## src/rtl/mem_responder_if.sv

```systemverilog
// Initiator <-> memory responder handshake: req/we/adr/writedata out, readdata/ready/busy back.
// err exists only when MEM_RESPONDER_ERR_EN is defined.
interface mem_responder_if;
  logic        req;
  logic        we;
  logic [31:0] adr;
  logic [31:0] writedata;
  logic [31:0] readdata;
  logic        ready;
  logic        busy;
`ifdef MEM_RESPONDER_ERR_EN
  logic        err;

  modport master (output req, we, adr, writedata, input readdata, ready, busy, err);
  modport slave  (input req, we, adr, writedata, output readdata, ready, busy, err);
`else
  modport master (output req, we, adr, writedata, input readdata, ready, busy);
  modport slave  (input req, we, adr, writedata, output readdata, ready, busy);
`endif
endinterface

```

## src/rtl/mem_responder.sv

```systemverilog
// Word RAM responder: request sampled in IDLE, ready pulses one cycle WAIT_CYCLES+1 edges after acceptance.
// Requests arriving while busy are ignored; MEM_RESPONDER_ERR_EN adds err for misaligned/out-of-range adr.
module mem_responder #(
  parameter int DEPTH_LOG2  = 6,
  parameter int WAIT_CYCLES = 2
) (
  input  logic           clk,
  input  logic           reset,
  mem_responder_if.slave bus
);

  localparam int WORDS = 1 << DEPTH_LOG2;

  typedef enum logic [1:0] {IDLE, BUSY, RESP} state_t;

  state_t                state;
  logic [7:0]            cnt;
  logic [DEPTH_LOG2-1:0] idx_q;
  logic                  we_q;
  logic [31:0]           wdat_q;
  logic                  bad_q;
  logic [31:0]           mem [WORDS];
  logic                  addr_bad;
  logic                  access;
  logic                  mem_wr;

`ifdef MEM_RESPONDER_ERR_EN
  assign addr_bad = (bus.adr[1:0] != 2'b00) || (bus.adr[31:DEPTH_LOG2+2] != '0);
`else
  // Without error reporting the low and high address bits simply alias.
  logic unused_adr_bits;
  assign addr_bad        = 1'b0;
  assign unused_adr_bits = ^{bus.adr[1:0], bus.adr[31:DEPTH_LOG2+2]};
`endif

  assign access = (state == BUSY) && (cnt == 8'd0);
  // Reset gating keeps an aborted write from landing if reset and the edge coincide.
  assign mem_wr = access && we_q && !bad_q && !reset;

  always_ff @(posedge clk) begin
    if (mem_wr) begin
      mem[idx_q] <= wdat_q;
    end
  end

  always_ff @(posedge clk or posedge reset) begin
    if (reset) begin
      state         <= IDLE;
      cnt           <= '0;
      idx_q         <= '0;
      we_q          <= 1'b0;
      wdat_q        <= '0;
      bad_q         <= 1'b0;
      bus.ready     <= 1'b0;
      bus.busy      <= 1'b0;
      bus.readdata  <= '0;
`ifdef MEM_RESPONDER_ERR_EN
      bus.err       <= 1'b0;
`endif
    end else begin
      case (state)
        IDLE: begin
          if (bus.req) begin
            idx_q    <= bus.adr[DEPTH_LOG2+1:2];
            we_q     <= bus.we;
            wdat_q   <= bus.writedata;
            bad_q    <= addr_bad;
            cnt      <= 8'(WAIT_CYCLES);
            bus.busy <= 1'b1;
            state    <= BUSY;
          end
        end
        BUSY: begin
          if (cnt == 8'd0) begin
            if (!we_q && !bad_q) begin
              bus.readdata <= mem[idx_q];
            end
`ifdef MEM_RESPONDER_ERR_EN
            bus.err   <= bad_q;
`endif
            bus.ready <= 1'b1;
            state     <= RESP;
          end else begin
            cnt <= cnt - 8'd1;
          end
        end
        RESP: begin
          bus.ready <= 1'b0;
          bus.busy  <= 1'b0;
`ifdef MEM_RESPONDER_ERR_EN
          bus.err   <= 1'b0;
`endif
          state     <= IDLE;
        end
        default: state <= IDLE;
      endcase
    end
  end

endmodule

```

## src/flat_wrapper.sv

```systemverilog
// flat-port wrapper written by rule: the top's interface ports become plain ports
module mem_responder_flat 
#(
  parameter int DEPTH_LOG2  = 6,
  parameter int WAIT_CYCLES = 2
)
  (clk, reset, bus_req, bus_we, bus_adr, bus_writedata, bus_readdata, bus_ready, bus_busy);
  mem_responder_if bus_i ();
  input  logic clk;
  input  logic reset;
  input wire logic [$bits(bus_i.req)-1:0] bus_req;
  input wire logic [$bits(bus_i.we)-1:0] bus_we;
  input wire logic [$bits(bus_i.adr)-1:0] bus_adr;
  input wire logic [$bits(bus_i.writedata)-1:0] bus_writedata;
  output wire logic [$bits(bus_i.readdata)-1:0] bus_readdata;
  output wire logic [$bits(bus_i.ready)-1:0] bus_ready;
  output wire logic [$bits(bus_i.busy)-1:0] bus_busy;
  assign bus_i.req = bus_req;
  assign bus_i.we = bus_we;
  assign bus_i.adr = bus_adr;
  assign bus_i.writedata = bus_writedata;
  assign bus_readdata = bus_i.readdata;
  assign bus_ready = bus_i.ready;
  assign bus_busy = bus_i.busy;
  mem_responder #(.DEPTH_LOG2(DEPTH_LOG2), .WAIT_CYCLES(WAIT_CYCLES)) u_core (.clk(clk), .reset(reset), .bus(bus_i));
endmodule
```

## config.mk

```make
export PLATFORM = sky130hd
export DESIGN_NAME = mem_responder_flat
export DESIGN_NICKNAME = d
export VERILOG_FILES = /design/src/rtl/mem_responder_if.sv /design/src/rtl/mem_responder.sv /design/src/flat_wrapper.sv
export SDC_FILE = /design/constraint.sdc
export NUM_CORES = 2
export LEC_CHECK = 0
export BUFFER_PORTS_ARGS = -buffer_cell sky130_fd_sc_hd__buf_4
export CAP_MARGIN = 20
export CORE_AREA = 2 2 389 391
export CTS_CLUSTER_DIAMETER = 60
export DETAILED_ROUTE_END_ITERATION = 8
export DIE_AREA = 0 0 391 393
export HOLD_SLACK_MARGIN = 0.1
export PLACE_DENSITY = 0.71
export SKIP_CTS_REPAIR_TIMING = 1
export SYNTH_ARGS = -nofsm -noshare
export SYNTH_HDL_FRONTEND = slang
export SYNTH_SLANG_ARGS = --single-unit
```

## constraint.sdc

```tcl
create_clock -name clk -period 4.3 [get_ports clk]
set_input_delay 0.43 -clock clk [delete_from_list [all_inputs] [get_ports clk]]
set_output_delay 0.43 -clock clk [all_outputs]
set_load 0.02 [all_outputs]
```

; ---- Word-level counts from Yosys, hierarchy flattened
; Memories as Yosys holds them, arrays and structs flattened. A register that Yosys moved wholly into a read port is not among the register bits.
; Cells that the tools add are included.
[word_totals]
ff_bits = 51
mem_bits_rw = 2048
inputBits = 68
mem_count = 1
[classes]
addsub = 1
n_eq_ne = 5
mux = 12
n_reduce_logical = 16
[memory_table]
columns = memory, words, width, read_ports, rd_ports_with_merged_regs, write_ports, line_no
row1 = u_core.mem, 64, 32, 1, 1, 1, mem_responder.sv:22  ; logic [31:0] mem [WORDS];
[op_table]
columns = operator, n
row1 = 2-to-1 mux 8 bit, 2
row2 = case mux 8 bit (2 select lines), 1
row3 = zero test 8 bit, 1
row4 = AND reduction 2 bit, 4
row5 = subtractor 8 x 1 -> 8 bit (second input constant), 1
row6 = inequality test 2 bit (second input constant), 3
row7 = AND reduction 3 bit, 2
row8 = nonzero test 2 bit, 3
row9 = 2-to-1 mux 1 bit, 4
row10 = 2-to-1 mux 2 bit, 2
row11 = case mux 1 bit (2 select lines), 2
row12 = case mux 2 bit (2 select lines), 1
row13 = logical AND 1 bit, 3
row14 = == test 2 x 1 -> 1 bit (second input constant), 1
row15 = == test 2 bit (second input constant), 1
row16 = zero test 1 bit, 2
row17 = zero test 2 bit, 1

; ---- Logic depth before layout (Yosys ltp)
[logic_depth]
word_depth = 6
depth_mapped = 12

; ---- Least setup slack after synthesis
; Ideal clock, no wire load.
[synth_path]
path_kind = in2reg
from = in reset
to = mem u_core.mem[0][0], enable pin
arrival_ns = 4.413
required_ns = 3.879
path_slack_ns = -0.534
stages = 6
path_buffers = 1
cell_sequence = inv_1 > and3_1 > clkbuf_1 > and2_1 > nand2_1 > nor2_1
[synth_via]
elab_chain_cells = 4
[synth_lines]
columns = item, line_no
row1 = from (decl), flat_wrapper.sv:10  ; input logic reset;
row2 = zero test 1 bit, mem_responder.sv:38  ; assign mem_wr = access && we_q && !bad_q && !reset;
row3 = logical AND 1 bit, mem_responder.sv:38
row4 = 2-to-1 mux 1 bit, mem_responder.sv:41  ; if (mem_wr) begin
row5 = 2-to-1 mux 1 bit (not written as such), mem_responder.sv:42  ; mem[idx_q] <= wdat_q;
row6 = to (decl), mem_responder.sv:22
; Every way passes these cells.

==> impl_table.tex <==
\begin{tabular}{lr}
\hline
Metric & Value \\
\hline
\multicolumn{2}{l}{\textbf{Floorplanning}} \\
Vertical die dimension & 393 um \\
Standard-cell row count & 142 \\
Die outline area & roughly 0.15 mm\^{}2 \\
Placeable core region & roughly 0.15 mm\^{}2 \\
Die Width & roughly 390 um \\
Initial Utilization & 0.547 \\
Number of I/O pins & approximately 100 \\
\multicolumn{2}{l}{\textbf{Synthesis}} \\
Compound-gate portion of the synthesized area & 0.0848 \\
Top flip-flop cell by instance count after synthesis & sky130\_fd\_sc\_hd\_\_edfxtp\_1 \\
Number of distinct library cell variants in the gate-level netlist after synthesis & between 60 and 70 \\
Area share of xor/xnor cells in the synthesized design & 0.000429 \\
Post-Syn Area per Cell & around 18 um\^{}2 \\
Library cell with the largest summed area after synthesis & sky130\_fd\_sc\_hd\_\_edfxtp\_1 \\
Fraction of registers with async set/reset & 0.0389 \\
Most frequent cell after synthesis & sky130\_fd\_sc\_hd\_\_edfxtp\_1 \\
Net count after synthesis & between 4000 and 5000 \\
Yosys top cell area share & 0.753 \\
Sequential element share of the synthesized area & 0.779 \\
Area fraction in and, or, nand and nor cells after synthesis & 0.0272 \\
Post-synthesis cell count & 4436 \\
Synth Register Bits & about 2100 \\
Most frequent cells after synthesis & sky130\_fd\_sc\_hd\_\_edfxtp\_1, sky130\_fd\_sc\_hd\_\_nand2\_1, sky130\_fd\_sc\_hd\_\_a221oi\_1 \\
Post-synthesis cell area & a little over 0.08 mm\^{}2 \\
Combinational family with the most area after synthesis & multiplexers \\
Post-synth EDFFs & $\sim$2000 \\
Mux share of post-synthesis cell area & 0.0915 \\
Area share of fa/ha/maj cells after synthesis & 0.000306 \\
Cell types occupying the most area after synthesis & sky130\_fd\_sc\_hd\_\_edfxtp\_1, sky130\_fd\_sc\_hd\_\_mux4\_2, sky130\_fd\_sc\_hd\_\_mux2\_2, sky130\_fd\_sc\_hd\_\_dfrtp\_1, sky130\_fd\_sc\_hd\_\_mux2i\_1 \\
Total number of yosys warnings & 0 \\
\multicolumn{2}{l}{\textbf{Clocking}} \\
TritonCTS clock tree & built \\
Insertion delay to the later sink of the worst-skew pair & 0.87 ns \\
CTS Root Cell & sky130\_fd\_sc\_hd\_\_clkbuf\_16 \\
CTS Buf Count & 204 \\
Clk sink count & between 2000 and 2500 \\
H-tree Lvls & 4 \\
Clock transition at the registers of the reported paths & about 0.060 ns \\
Max Root-Sink Buffers & 3 \\
\multicolumn{2}{l}{\textbf{Timing}} \\
Final-report hold violation count & 0 \\
Final setup skew & $\sim$0.043 ns \\
Post-route setup TNS & 0 ns \\
Unrepaired setup endpoints after global routing & no \\
Post-layout minimum cycle time & 3.79 ns \\
Worst slew margin relative to its limit & 0.180 \\
Final period util & 0.881 \\
Final setup violation count & 0 \\
Max Clock Freq & $\sim$260 MHz \\
Total count of max-transition violations in the final report & 0 \\
Transition time at the pin with the least slew margin & 1.23 ns \\
PnR worst setup slack & around 0.51 ns \\
Post-route worst hold slack & 0.318 ns \\
\multicolumn{2}{l}{\textbf{Global routing}} \\
Global-route wire length before repair & between 300000 and 400000 um \\
Number of global-route vias before repair & roughly 46000 \\
Overall Global Routing Usage & 0.323 \\
Largest net degree at the start of global routing & 66 \\
Initial antenna violation count & 13 \\
Overall overflow remaining after global route & 0 \\
\multicolumn{2}{l}{\textbf{Min path}} \\
Hold WC Path Type & input port to flop \\
Hold path startpoint & bus\_writedata[4] \\
Endpoint of the worst hold path & u\_core.wdat\_q[4] \\
Number of instances on the worst hold path & 4 \\
\multicolumn{2}{l}{\textbf{Placed design}} \\
Final HPWL from detailed placement & roughly 150000 um \\
Final weighted congestion in routability-driven placement & $\sim$0.89 \\
Pre-CTS WS & between 0.6 and 0.7 ns \\
Number of I/O port buffers & 75 \\
\multicolumn{2}{l}{\textbf{Setup path}} \\
FF-to-FF End & u\_core.bus.readdata[21] \\
Arrival time of the worst setup path & roughly 4.5 ns \\
Path depth of the worst reg2reg path & 7 \\
Reg2Reg Launch Point & u\_core.idx\_q[0] \\
Setup slack of the most critical reg-to-reg path & $\sim$0.51 ns \\
Crit path from & u\_core.idx\_q[0] \\
Highest cell delay on the worst timing path & 0.75 ns \\
Startpoint-to-endpoint class of the critical path & flop to flop \\
Critical-path top delay cell & sky130\_fd\_sc\_hd\_\_a211oi\_1 \\
Required @ worst endpoint & around 5 ns \\
Worst setup SP type & flop \\
Crit path cell chain & buf\_12, buf\_12, mux4\_2, a22oi\_1, o211ai\_1, a211oi\_1, a31oi\_1 \\
Highest net fanout along the worst path & 28 \\
Most Frequent Cell on Critical Path & sky130\_fd\_sc\_hd\_\_buf\_12 \\
Count of buffering cells on the critical path with inverters included & 2 \\
Critical path endpoint category & flop \\
CP top delay family & compound AO/OA/AOI/OAI gates \\
\multicolumn{2}{l}{\textbf{Route}} \\
Wire per inst & 36.1 um \\
Met2 wire len & 113000 um \\
Via count & $\sim$48000 \\
First-pass DRT Iterations & 6 \\
Detail Route Antenna Nets & 0 \\
Detailed-routed wire length on met3 & between 30000 and 40000 um \\
Routed wire length & between 200000 and 250000 um \\
Final routed DRC violation total & 0 \\
Uppermost routed layer & met5 \\
Wire length on met1 & between 80000 and 90000 um \\
DR vias/cell & about 7.0 \\
Starting DRC count in detailed routing & 8620 \\
\multicolumn{2}{l}{\textbf{Pwr}} \\
Cell leakage power & approximately 37 nW \\
Max IR drop VDD & 0.000401 V \\
PD cells & between 400 and 500 mW/mm\^{}2 \\
\multicolumn{2}{l}{\textbf{Layout}} \\
Share of layout cells above drive strength 1 & 0.237 \\
Count of fill cells added during filler insertion & between 10000 and 15000 \\
P\&R area growth vs syn & 15.4\% \\
Final \#Nets & 4833 \\
\multicolumn{2}{l}{\textbf{Run}} \\
Max\_cap viols & 0 \\
\multicolumn{2}{l}{\textbf{Outcome}} \\
Status & complete, no violations \\
\hline
\end{tabular}
[flip-flops by register name (all words and copies together), names as in the netlist]
signal               flops
u_core.bus.ready         1
u_core.we_q              1
u_core.mem            2048
u_core.idx_q             6
u_core.state             2
u_core.bus.readdata     32
u_core.bus.busy          1
u_core.wdat_q           32
u_core.cnt               8
[power breakdown]
group | leakage, nW | total, W | internal [W] | switching, W
Sequential | 24.9 | 0.0224 | 0.0224 | 0
Clock | 3.30 | 0.0179 | 0.0101 | 0.00782
Combinational | 8.64 | 0.0000892 | 0.0000494 | 0.0000398
Total | 36.8 | 0.0404 | 0.0325 | 0.00786
[per-layer routing]
layer  vias to the layer above  global-route usage
li1                      18910                   -
met1                     24449               0.442
met2                      3961               0.488
met3                       673              0.0952
met4                        24               0.138
met5                         -                   0
[worst register-to-register path, cell delays in order (launching register included)]
cell and delay [ns]:
sky130_fd_sc_hd__dfrtp_4 0.70, sky130_fd_sc_hd__buf_12 0.39, sky130_fd_sc_hd__buf_12 0.31, sky130_fd_sc_hd__mux4_2 0.56, sky130_fd_sc_hd__a22oi_1 0.49, sky130_fd_sc_hd__o211ai_1 0.24, sky130_fd_sc_hd__a211oi_1 0.76, sky130_fd_sc_hd__a31oi_1 0.18
[layout by cell type (no fill, tap or decap), types with 50 or more instances in the layout]
cell / count
sky130_fd_sc_hd__a221oi_1: 195
sky130_fd_sc_hd__nand2_1: 224
sky130_fd_sc_hd__clkinv_2: 52
sky130_fd_sc_hd__nor2_4: 67
sky130_fd_sc_hd__a21oi_1: 117
sky130_fd_sc_hd__mux2i_1: 177
sky130_fd_sc_hd__a22oi_1: 191
sky130_fd_sc_hd__a22o_1: 50
sky130_fd_sc_hd__clkbuf_16: 206
sky130_fd_sc_hd__buf_4: 315
sky130_fd_sc_hd__mux4_2: 160
sky130_fd_sc_hd__o22ai_1: 76
sky130_fd_sc_hd__mux2_2: 186
sky130_fd_sc_hd__edfxtp_1: 2048
sky130_fd_sc_hd__nor2_1: 124
sky130_fd_sc_hd__buf_12: 67
sky130_fd_sc_hd__o21ai_0: 116
[cells by family (layout without fill, tap and decap cells)]
| logic type | Yosys count | count (layout) |
|---|---|---|
| adders and majority gates | 2 | 2 |
| other | 0 | 3 |
| muxes | 523 | 523 |
| DFF | 2131 | 2131 |
| AOI/OAI and AO/OA | 941 | 941 |
| xor gates and xnor gates | 4 | 4 |
| buffers and inverters | 314 | 820 |
| and+or+nand+nor | 521 | 521 |
[per-stage QoR]
stage	util	instances	instance area, um^2	power (W)
2_1_floorplan	-	4436	81700	0.0228
3_3_place_gp	0.583	6453	87000	0.0229
3_5_place_dp	0.583	6455	87000	0.0229
4_1_cts	0.628	6840	93700	0.0404
5_1_grt	0.631	6886	94200	0.0412
6_report	0.631	6889	94200	0.0404
[layout make-up]
type                            instances  area (um^2)  area share
Multi-Input combinational cell       1991        17300       0.183
Sequential cell                      2131        63600       0.675
Timing Repair Buffer                  425         4140      0.0439
Clock buffer                          255         5460      0.0579
Inverter                               10         52.6    0.000558
Clock inverter                        130         1250      0.0133
Tap cell                             1944         2430      0.0258
Antenna cell                            3         7.51   0.0000797
[how the worst max path moves through the flow]
stage | end | slack, ns | depth (start not counted)
after detailed placement | u_core.bus.readdata[21] | 0.67 | 7
after global placement | u_core.bus.readdata[21] | 0.65 | 7
after floorplan | u_core.mem[0][0] | 0.39 | 6
after CTS | u_core.bus.readdata[21] | 0.62 | 7
final | u_core.bus.readdata[21] | 0.51 | 7
after global routing | u_core.bus.readdata[21] | 0.51 | 7
Power figures use the tool's default switching activity.
